`src/rtl/picotb_pkg.sv`:
```
// Shared types and constants for the PicoSoC UART banner checker.
package picotb_pkg;

  typedef enum logic [1:0] {
    IDLE,
    START,
    DATA,
    STOP
  } rx_state_t;

  localparam logic [7:0] PRINT_LO = 8'd32;
  localparam logic [7:0] PRINT_HI = 8'd127;

  // True for bytes that take part in banner matching.
  function automatic logic is_printable(input logic [7:0] b);
    return (b >= PRINT_LO) && (b < PRINT_HI);
  endfunction

endpackage

```
`src/rtl/picotb_uart_rx.sv`:
```
// 8N1 UART receiver: input synchroniser plus a start/data/stop sampling FSM.
module picotb_uart_rx #(
  parameter int unsigned HALF_PERIOD = 53
) (
  input  logic       clk,
  input  logic       tb_rst,
  input  logic       enable,
  input  logic       ser_tx,
  output logic       byte_valid,
  output logic [7:0] byte_data,
  output logic       frame_err
);
  import picotb_pkg::*;

  localparam int unsigned CNT_W = $clog2(2 * HALF_PERIOD);
  localparam logic [CNT_W-1:0] HALF_RELOAD = CNT_W'(HALF_PERIOD - 1);
  localparam logic [CNT_W-1:0] BIT_RELOAD  = CNT_W'(2 * HALF_PERIOD - 1);

  logic [1:0]       sync_q;
  logic             sync_d;
  logic             rx;
  logic             rx_fall;
  rx_state_t        state;
  logic [CNT_W-1:0] cnt;
  logic [2:0]       bit_idx;
  logic [7:0]       shift;

  assign rx      = sync_q[1];
  assign rx_fall = !sync_q[1] && sync_d;

  // Two-flop synchroniser on the asynchronous line, plus one delay for edge detect.
  always_ff @(posedge clk or posedge tb_rst) begin
    if (tb_rst) begin
      sync_q <= 2'b11;
      sync_d <= 1'b1;
    end else begin
      sync_q <= {sync_q[0], ser_tx};
      sync_d <= sync_q[1];
    end
  end

  // Receive FSM: one down-counter times the start-bit centre and every following bit centre.
  always_ff @(posedge clk or posedge tb_rst) begin
    if (tb_rst) begin
      state      <= IDLE;
      cnt        <= '0;
      bit_idx    <= '0;
      shift      <= '0;
      byte_valid <= 1'b0;
      byte_data  <= '0;
      frame_err  <= 1'b0;
    end else begin
      byte_valid <= 1'b0;
      frame_err  <= 1'b0;
      if (!enable) begin
        state <= IDLE;
      end else begin
        case (state)
          IDLE: begin
            if (rx_fall) begin
              state <= START;
              cnt   <= HALF_RELOAD;
            end
          end
          START: begin
            if (cnt == '0) begin
              if (rx) begin
                state <= IDLE;
              end else begin
                state   <= DATA;
                cnt     <= BIT_RELOAD;
                bit_idx <= '0;
              end
            end else begin
              cnt <= cnt - 1'b1;
            end
          end
          DATA: begin
            if (cnt == '0) begin
              shift   <= {rx, shift[7:1]};
              cnt     <= BIT_RELOAD;
              bit_idx <= bit_idx + 1'b1;
              if (bit_idx == 3'd7) begin
                state <= STOP;
              end
            end else begin
              cnt <= cnt - 1'b1;
            end
          end
          STOP: begin
            if (cnt == '0) begin
              if (rx) begin
                byte_valid <= 1'b1;
                byte_data  <= shift;
              end else begin
                frame_err <= 1'b1;
              end
              state <= IDLE;
            end else begin
              cnt <= cnt - 1'b1;
            end
          end
          default: state <= IDLE;
        endcase
      end
    end
  end

endmodule

```
`config.mk`:
```
export PLATFORM = sky130hd
export DESIGN_NAME = picotb_uart_rx
export DESIGN_NICKNAME = d
export VERILOG_FILES = /design/src/rtl/picotb_pkg.sv /design/src/rtl/picotb_uart_rx.sv
export SDC_FILE = /design/constraint.sdc
export NUM_CORES = 1
export LEC_CHECK = 0
export BUFFER_PORTS_ARGS = -buffer_cell sky130_fd_sc_hd__buf_2
export CORE_MARGIN = 2
export CORE_UTILIZATION = 45
export CTS_BUF_LIST = sky130_fd_sc_hd__clkbuf_4
export DETAILED_ROUTE_END_ITERATION = 10
export SETUP_SLACK_MARGIN = 0.5
export SLEW_MARGIN = 20
export SYNTH_ARGS = -nofsm -noshare
export SYNTH_HDL_FRONTEND = slang
export SYNTH_SLANG_ARGS = --single-unit
```
`constraint.sdc`:
```
create_clock -name clk -period 4.6 [get_ports clk]
set_input_delay 0.46 -clock clk [delete_from_list [all_inputs] [get_ports clk]]
set_output_delay 0.46 -clock clk [all_outputs]
set_load 0.02 [all_outputs]
```
* Word-level counts from Yosys, hierarchy flattened
Index checks and enable logic that the tools add are counted.
** Word-level totals
- Register bits :: 33
- Bits of input ports :: 4
- Output and inout port bits :: 10
- Logic and storage cells :: 62
** Cells by class
- Add/subtract/negate cells :: 2
- Equal/unequal tests :: 15
- Multiplexer cells :: 26
- Reduce and logical (&&, ||, !) cells :: 10
** Operators with widths (number)
- $mux 7 :: 5
- $pmux 7 s4 :: 1
- $ne 3x3->1 const B :: 6
- $mux 2 :: 7
- $ne 2x2->1 const B :: 5
- $reduce_and 5->1 :: 2
- $mux 3 :: 3
- $mux 1 :: 8
- $pmux 2 s4 :: 1
- $reduce_and 4->1 :: 2
- $logic_not 7->1 :: 1
- $sub 7x1->7 const B :: 1
- $pmux 3 s2 :: 1
- $eq 2x2->1 const B :: 2
- $add 3x1->3 const B :: 1
- $eq 3x3->1 const B :: 1
- $reduce_and 3->1 :: 1
- $eq 2x1->1 const B :: 1
- $logic_not 2->1 :: 1
- $reduce_bool 2->1 :: 1
- $logic_and 1x1->1 :: 1
- $logic_not 1->1 :: 1

* Depth between registers and ports, before layout
Gate-level depths: netlist (run 1).
- Depth in word-level cells :: 5
- Mapped depth :: 8
- Depth with buffers taken out :: 6

* Worst setup path after synthesis (run 1)
No wires, ideal clock.
- Path kind :: register -> register
- Start point :: register cnt[2]
- End point :: register byte_data[0]
- Arrival time :: 1859 ps
- Required time :: 4475 ps
- Setup slack :: 2616 ps
- Cell stages (with the launch flop) :: 7
- Buffers on the path :: 2
- Period minus slack after synthesis :: 1984 ps
- Path through :: dfrtp_1 or4_4 buf_6 nor2_8 and4_4 buf_12 mux2_4
** Between the ends
- Cells in the longest elaborated chain, start to end :: 2
** Ends and longest elaborated chain
- from (decl) :: line picotb_uart_rx.sv:24 : logic [CNT_W-1:0] cnt;
- from (signal assigned) :: line picotb_uart_rx.sv:75 : cnt <= cnt - 1'b1;
- from (signal assigned) :: line picotb_uart_rx.sv:87 : cnt <= cnt - 1'b1;
- from (signal assigned) :: line picotb_uart_rx.sv:100 : cnt <= cnt - 1'b1;
- $logic_not 7->1 :: line picotb_uart_rx.sv:91 : if (cnt == '0) begin
- $reduce_and 4->1 (no line)
- to (signal assigned) :: line picotb_uart_rx.sv:94 : byte_data <= shift;
- to (decl) :: line picotb_uart_rx.sv:10 : output logic [7:0] byte_data,
No other way between the ends.
A chain may end at the register's enable or synchronous reset.

* Worst setup path after layout (run 1)
- Start point :: register cnt[0]
- End point :: register byte_data[0]
The elaborated chain is that of the path after synthesis.

==> flow_summary.json, run 1 <==
{
  "status": "finished clean",
  "synth_top_family_by_area": "simple AND/OR/NAND/NOR gates",
  "synth-compound-area-share": 0.139,
  "crit_fanout": 9,
  "yosys.area_share.simple": 0.163,
  "min_path_type": "in -> async",
  "crit_buf_inv": 1,
  "die_h_um": 67.8,
  "required_ns": 4.83,
  "grt.overflow.total": 0,
  "finalMaxSlewViolations": 0,
  "power_density_nw_per_um2": 457,
  "endpoint_kind": "flip-flop",
  "postSynth.asyncResetShare": 1.00,
  "r2r-start": "cnt[0]",
  "dr.max_layer_used": "met4",
  "synth_fp_nets": 175,
  "synth_top_area_frac": 0.410,
  "drt-total-wl_um": 3560,
  "p_int_mw": 0.569,
  "fin_tns_setup_ns": 0,
  "synth_area_um2": 1830,
  "reg2reg_to": "byte_data[0]",
  "clk_latency_ns": 0.35,
  "yosysSeqAreaShare": 0.453,
  "final_antenna_net_count": 0,
  "port_buffers": 13,
  "combPwrFrac": 0.341,
  "initial_utilization": 0.461,
  "wl_met2_um": 1680,
  "crit_arrival_ns": 2.32,
  "fin_nets": 186,
  "routed_via_density": 5.75,
  "cts_max_level": 2,
  "p_sw_mw": 0.336,
  "post-cts-setup-buffer-count": 0,
  "period_minus_slack_ns": 2.09,
  "drt_iter0_drc": 54,
  "synth.largest_area_cell": "dfrtp_1",
  "wl_per_cell_um": 15.9,
  "dr_wl_met3_um": 154,
  "drt_drc_violations_left": 0,
  "cts.sinks": 33,
  "critPathMaxStageDelay_ns": 0.44,
  "die_w_um": 67.8,
  "setup_viol": 0,
  "cts_made_buffers": 5,
  "grtUsageTotal": 0.190,
  "synth_edf_count": 0,
  "dpl.hpwl_um": 2510,
  "pwr-share-seq": 0.420,
  "worstMarginPinSlew_ns": 0.625,
  "wl_met1_um": 1650,
  "synth_xor_area_frac": 0.00478,
  "relSlewSlack": 0.579,
  "start_kind": "flip-flop",
  "gp_congestion": 0.870,
  "synthAdderAreaFrac": 0.0615,
  "drive_gt1_frac": 0.230,
  "vias": 1288,
  "ys.flop_type": "dfrtp_1",
  "utilization": 0.499,
  "grt_pass1_wl_um": 6340,
  "rsz0062_at_grt": "false",
  "leakage_nw": 0.926,
  "drtPass1Iterations": 4,
  "synth_area_leaders": "dfrtp_1 (41%), mux2_4 (6.6%), ha_1 (6.2%)",
  "core_area_um2": 3970,
  "first_global_vias": 1300,
  "num_rows": 23,
  "cpMaxStageDelayCell": "dfrtp_1",
  "io_pins": 14,
  "finalCritPeriodShare": 0.454,
  "synth_mux_area_frac": 0.126,
  "grt_max_degree": 34,
  "synthToLayoutAreaGrowth_pct": 8.20,
  "antenna_cells": 0,
  "path_cells": "inv_1 -> ha_1 -> or2b_1 -> nor2_8 -> and4_4 -> mux2_4",
  "pwr-share-clk": 0.239,
  "ys_seq_elements": 33,
  "switching_share": 0.371,
  "ff2ff_path_depth": 6,
  "critical_path.top_delay_family": "simple AND/OR/NAND/NOR gates",
  "timing_hold_violations_final": 0,
  "synth_cells": 162,
  "r2r_setup_slack_ns": 2.51,
  "ys_types": 48,
  "clock.fmax_ghz": 0.479,
  "ys_warn_count": 0,
  "skew_ns": 0.0110,
  "antenna_found_initial": 0,
  "path_clk_slew_ns": 0.11,
  "maxCapViolCount": 0,
  "cts_hold_buf": 0,
  "root_buffer": "clkbuf_4",
  "die_area_um2": 4590,
  "cts.path.max_buffers": 2,
  "synth.avg_cell_area_um2": 11.3,
  "ir_drop_uv": 205,
  "critical_path_class": "reg -> reg",
  "cts_tree": "done",
  "cts_resized": 0
}
cells in the mapped netlist, drive strengths merged, types with 2 or more instances:
cell and n:
clkbuf 4, a31o 2, nor4 2, nand3 5, mux2i 2, or2 2
dfrtp 30, a21oi 5, a41oi 2, or2b 2, buf 6, and3 2
dfstp 3, mux2 16, o21ai 5, inv 9, o31ai 3, nand2 9
o211ai 2, ha 9, nand3b 4, nor3 8, nor2 7, nor2b 2
a22oi 4, o221ai 4
cells by family after synthesis:
family	after synthesis
flip-flops	33
AO/OA/AOI/OAI	35
adder cells (fa/ha/maj)	9
buffers and inverters	19
XOR/XNOR	1
AND/OR/NAND/NOR	47
multiplexers	18
routing by layer:
metal | up-vias | GRT usage
met2 | 31 | 0.316
met4 | 0 | 0.0900
met5 | - | 0
met1 | 632 | 0.237
li1 | 617 | -
met3 | 8 | 0.0350
power by group through the flow:
stage          sequential [mW]  combinational (mW)  clock (mW)
2_1_floorplan            0.370               0.257           0
3_3_place_gp             0.382               0.301           0
3_5_place_dp             0.382               0.308           0
4_1_cts                  0.379               0.310       0.223
5_1_grt                  0.389               0.347       0.235
6_report                 0.380               0.309       0.216
area by class of cell:
cell class / count / area [um2]
fillers: 363 / 1990
multi-input cells: 110 / 903
flip-flops and latches: 33 / 830
repair buffers: 14 / 72.6
well taps: 50 / 62.6
clock inverters: 3 / 41.3
clock buffers: 5 / 37.5
inverters: 9 / 33.8
worst register-to-register path: stages (launching register included):
cell and delay, ns:
dfrtp_1 0.44, inv_1 0.10, ha_1 0.18, or2b_1 0.38, nor2_8 0.19, and4_4 0.36
mux2_4 0.32
placed cells by master (no fill, tap or decap), drive strengths merged, types with 5 or more instances in the layout:
| master | count |
|---|---|
| o21ai | 5 |
| nand2 | 9 |
| clkbuf | 5 |
| dfrtp | 30 |
| nor2 | 7 |
| nand3 | 5 |
| mux2 | 16 |
| a21oi | 5 |
| buf | 14 |
| inv | 9 |
| nor3 | 8 |
| ha | 9 |
worst max-delay path by stage:
stage | cells after the start | start | slack, ns | endpoint
4_1_cts | 6 | cnt[0] | 2.52 | byte_data[0]
3_5_place_dp | 6 | cnt[0] | 2.54 | byte_data[7]
5_1_grt | 6 | cnt[0] | 2.32 | cnt[1]
6_report | 6 | cnt[0] | 2.51 | byte_data[0]
3_3_place_gp | 6 | cnt[0] | 2.59 | byte_data[5]
2_1_floorplan | 6 | cnt[2] | 2.62 | byte_data[0]
registers in the layout, indices dropped and copies added (netlist names):
| register | flops |
|---|---|
| cnt | 7 |
| shift | 8 |
| sync_q | 2 |
| byte_data | 8 |
| sync_d | 1 |
| byte_valid | 1 |
| state | 2 |
| frame_err | 1 |
| bit_idx | 3 |
per-stage QoR:
stage | cells | power, mW | cell area [um2] | hold WS, ns | setup slack [ns]
after floorplan | 162 | 0.627 | 1830 | 0.345 | 2.62
after global placement | 216 | 0.683 | 1900 | 0.348 | 2.59
after detailed placement | 216 | 0.690 | 1900 | 0.350 | 2.54
after CTS | 224 | 0.911 | 1980 | 0.184 | 2.52
after global routing | 224 | 0.972 | 1980 | 0.181 | 2.32
final | 224 | 0.906 | 1980 | 0.172 | 2.51
Note: power is estimated with default switching activity, not from simulation.
==> run 2, diff against run 1 <==
clock period = 1.8 ns   (was 4.6 ns; I/O delays follow)
==> run 2 against run 1 <==
The run now ends with setup timing left; first-iteration DRC count grew 7.4%; sequential power is 150% higher; total power rose to 3.0 times the previous value; non-clock buffer count rose by 32; worst setup slack lost 2.6 ns; critical endpoint is now cnt[0].
==> flow_summary.json, run 2 (synthesized netlist as in run 1, its figures left out) <==
{
  "status": "finished with violations",
  "failed_checks": "setup timing",
  "grtUsageTotal": 0.208,
  "dpl.hpwl_um": 2900,
  "start_kind": "flip-flop",
  "ir_drop_uv": 527,
  "largestRegisters": "byte_data x8, shift x8, cnt x7",
  "skew_ns": 0.0109,
  "endpoint_kind": "flip-flop",
  "gp_congestion": 0.864,
  "cts_max_level": 2,
  "core_area_um2": 3970,
  "period_minus_slack_ns": 1.87,
  "die_w_um": 67.8,
  "combPwrFrac": 0.492,
  "antenna_found_initial": 0,
  "fin_cells": 257,
  "worstMarginPinSlew_ns": 0.420,
  "rsz0062_at_grt": "true",
  "cts.sinks": 33,
  "drtPass1Iterations": 4,
  "fin_tns_setup_ns": -0.805,
  "num_rows": 23,
  "routed_via_density": 5.62,
  "required_ns": 2.05,
  "layout_commonest_cell": "dfrtp_1",
  "io_pins": 14,
  "grt_max_degree": 34,
  "leakage_nw": 1.12,
  "crit_fanout": 4,
  "cts_made_buffers": 5,
  "maxCapViolCount": 0,
  "pwr-share-clk": 0.158,
  "place_inst": 240,
  "cts_tree": "done",
  "drt_drc_violations_left": 0,
  "antenna_cells": 0,
  "clk_latency_ns": 0.34,
  "initial_utilization": 0.461,
  "drt-total-wl_um": 4320,
  "mostFrequentLayoutCells": "dfrtp_1 (30), buf_4 (24), mux2_4 (16)",
  "finalCritPeriodShare": 1.04,
  "p_int_mw": 1.62,
  "switching_share": 0.395,
  "min_path_type": "in -> reg",
  "final.setup.worst_slack_ns": -0.0716,
  "grt_pass1_wl_um": 7070,
  "die_area_um2": 4590,
  "critical_path_class": "reg -> reg",
  "pwr-share-seq": 0.350,
  "grt.overflow.total": 0,
  "drt_iter0_drc": 58,
  "cts.path.max_buffers": 2,
  "path_clk_slew_ns": 0.12,
  "power_density_nw_per_um2": 1110,
  "clock.fmax_ghz": 0.534,
  "finalMaxSlewViolations": 0,
  "p_sw_mw": 1.06,
  "crit_arrival_ns": 2.12,
  "relSlewSlack": 0.720,
  "setup_viol": 23,
  "vias": 1445,
  "final_antenna_net_count": 0,
  "drive_gt1_frac": 0.502,
  "die_h_um": 67.8,
  "synthToLayoutAreaGrowth_pct": 32.0,
  "root_buffer": "clkbuf_4",
  "wl_per_cell_um": 16.8,
  "first_global_vias": 1505,
  "fin_nets": 219,
  "timing_hold_violations_final": 0,
  "port_buffers": 13
}
run 2: cell type report:
cell class	instances	area, um2
clock inverters	3	17.5
multi-input cells	111	1080
fillers	324	1560
repair buffers	46	353
inverters	9	33.8
well taps	50	62.6
flip-flops and latches	33	830
clock buffers	5	37.5
run 2: per-layer routing:
metal | routed length [um] | share of wire | track usage | up-vias
met2 | 2280 | 0.53 | 0.363 | 38
met5 | 0 | 0 | 0 | -
met4 | 48 | 0.011 | 0.0725 | 0
met3 | 160 | 0.037 | 0.0500 | 6
li1 | - | - | - | 684
met1 | 1820 | 0.42 | 0.251 | 717
run 2: power groups by stage:
| stage | combinational [mW] | clock (mW) | sequential [mW] |
|---|---|---|---|
| floorplan | 0.710 | 0 | 0.947 |
| global placement | 1.06 | 0 | 0.937 |
| detailed placement | 1.09 | 0 | 0.942 |
| CTS | 1.17 | 0.428 | 0.933 |
| global route | 1.45 | 0.467 | 0.949 |
| finish | 1.32 | 0.421 | 0.937 |
run 2: final timing paths:
| path | depth (start not counted) | slack (ns) | startpoint | endpoint |
|---|---|---|---|---|
| worst max-delay path | 6 | -0.07 | cnt[4] | cnt[0] |
| worst min-delay path | 4 | 0.25 | enable | state[0] |
| worst max register to register | 6 | -0.07 | cnt[4] | cnt[0] |
| worst min register to register | 0 | 0.37 | sync_q[0] | sync_q[1] |
| max in group asynchronous | 4 | 1.01 | tb_rst | sync_q[0] |
| min in group asynchronous | 4 | 0.45 | tb_rst | shift[0] |
run 2: stage by stage:
| step | area [um2] | hold slack (ns) | util | setup WS [ns] | total power, mW |
|---|---|---|---|---|---|
| after CTS | 2280 | 0.230 | 0.575 | -0.0518 | 2.53 |
| after floorplan | 1890 | 0.184 | - | -0.139 | 1.66 |
| after global routing | 2420 | 0.253 | 0.608 | -0.128 | 2.86 |
| after global placement | 2140 | 0.285 | 0.540 | -0.0103 | 2.00 |
| after detailed placement | 2140 | 0.296 | 0.540 | -0.0644 | 2.03 |
| final | 2420 | 0.255 | 0.608 | -0.0716 | 2.67 |
run 2: timing repair:
item | CTS | global route
gates cloned | 1 | 0
endpoints found under the setup margin | 30 | 30
buffers inserted | 2 | 4
hold endpoints to repair | 31 | 0
pin swaps | 0 | 8
hold buffers | 2 | 0
resized for setup | 9 | 24
run 2: worst max-delay path, stage by stage, from the launching register on:
cell and delay (ns):
dfrtp_1 0.40, or4_4 0.59, buf_6 0.16, buf_4 0.14, nor4b_2 0.33, o31ai_4 0.09, o31ai_2 0.07
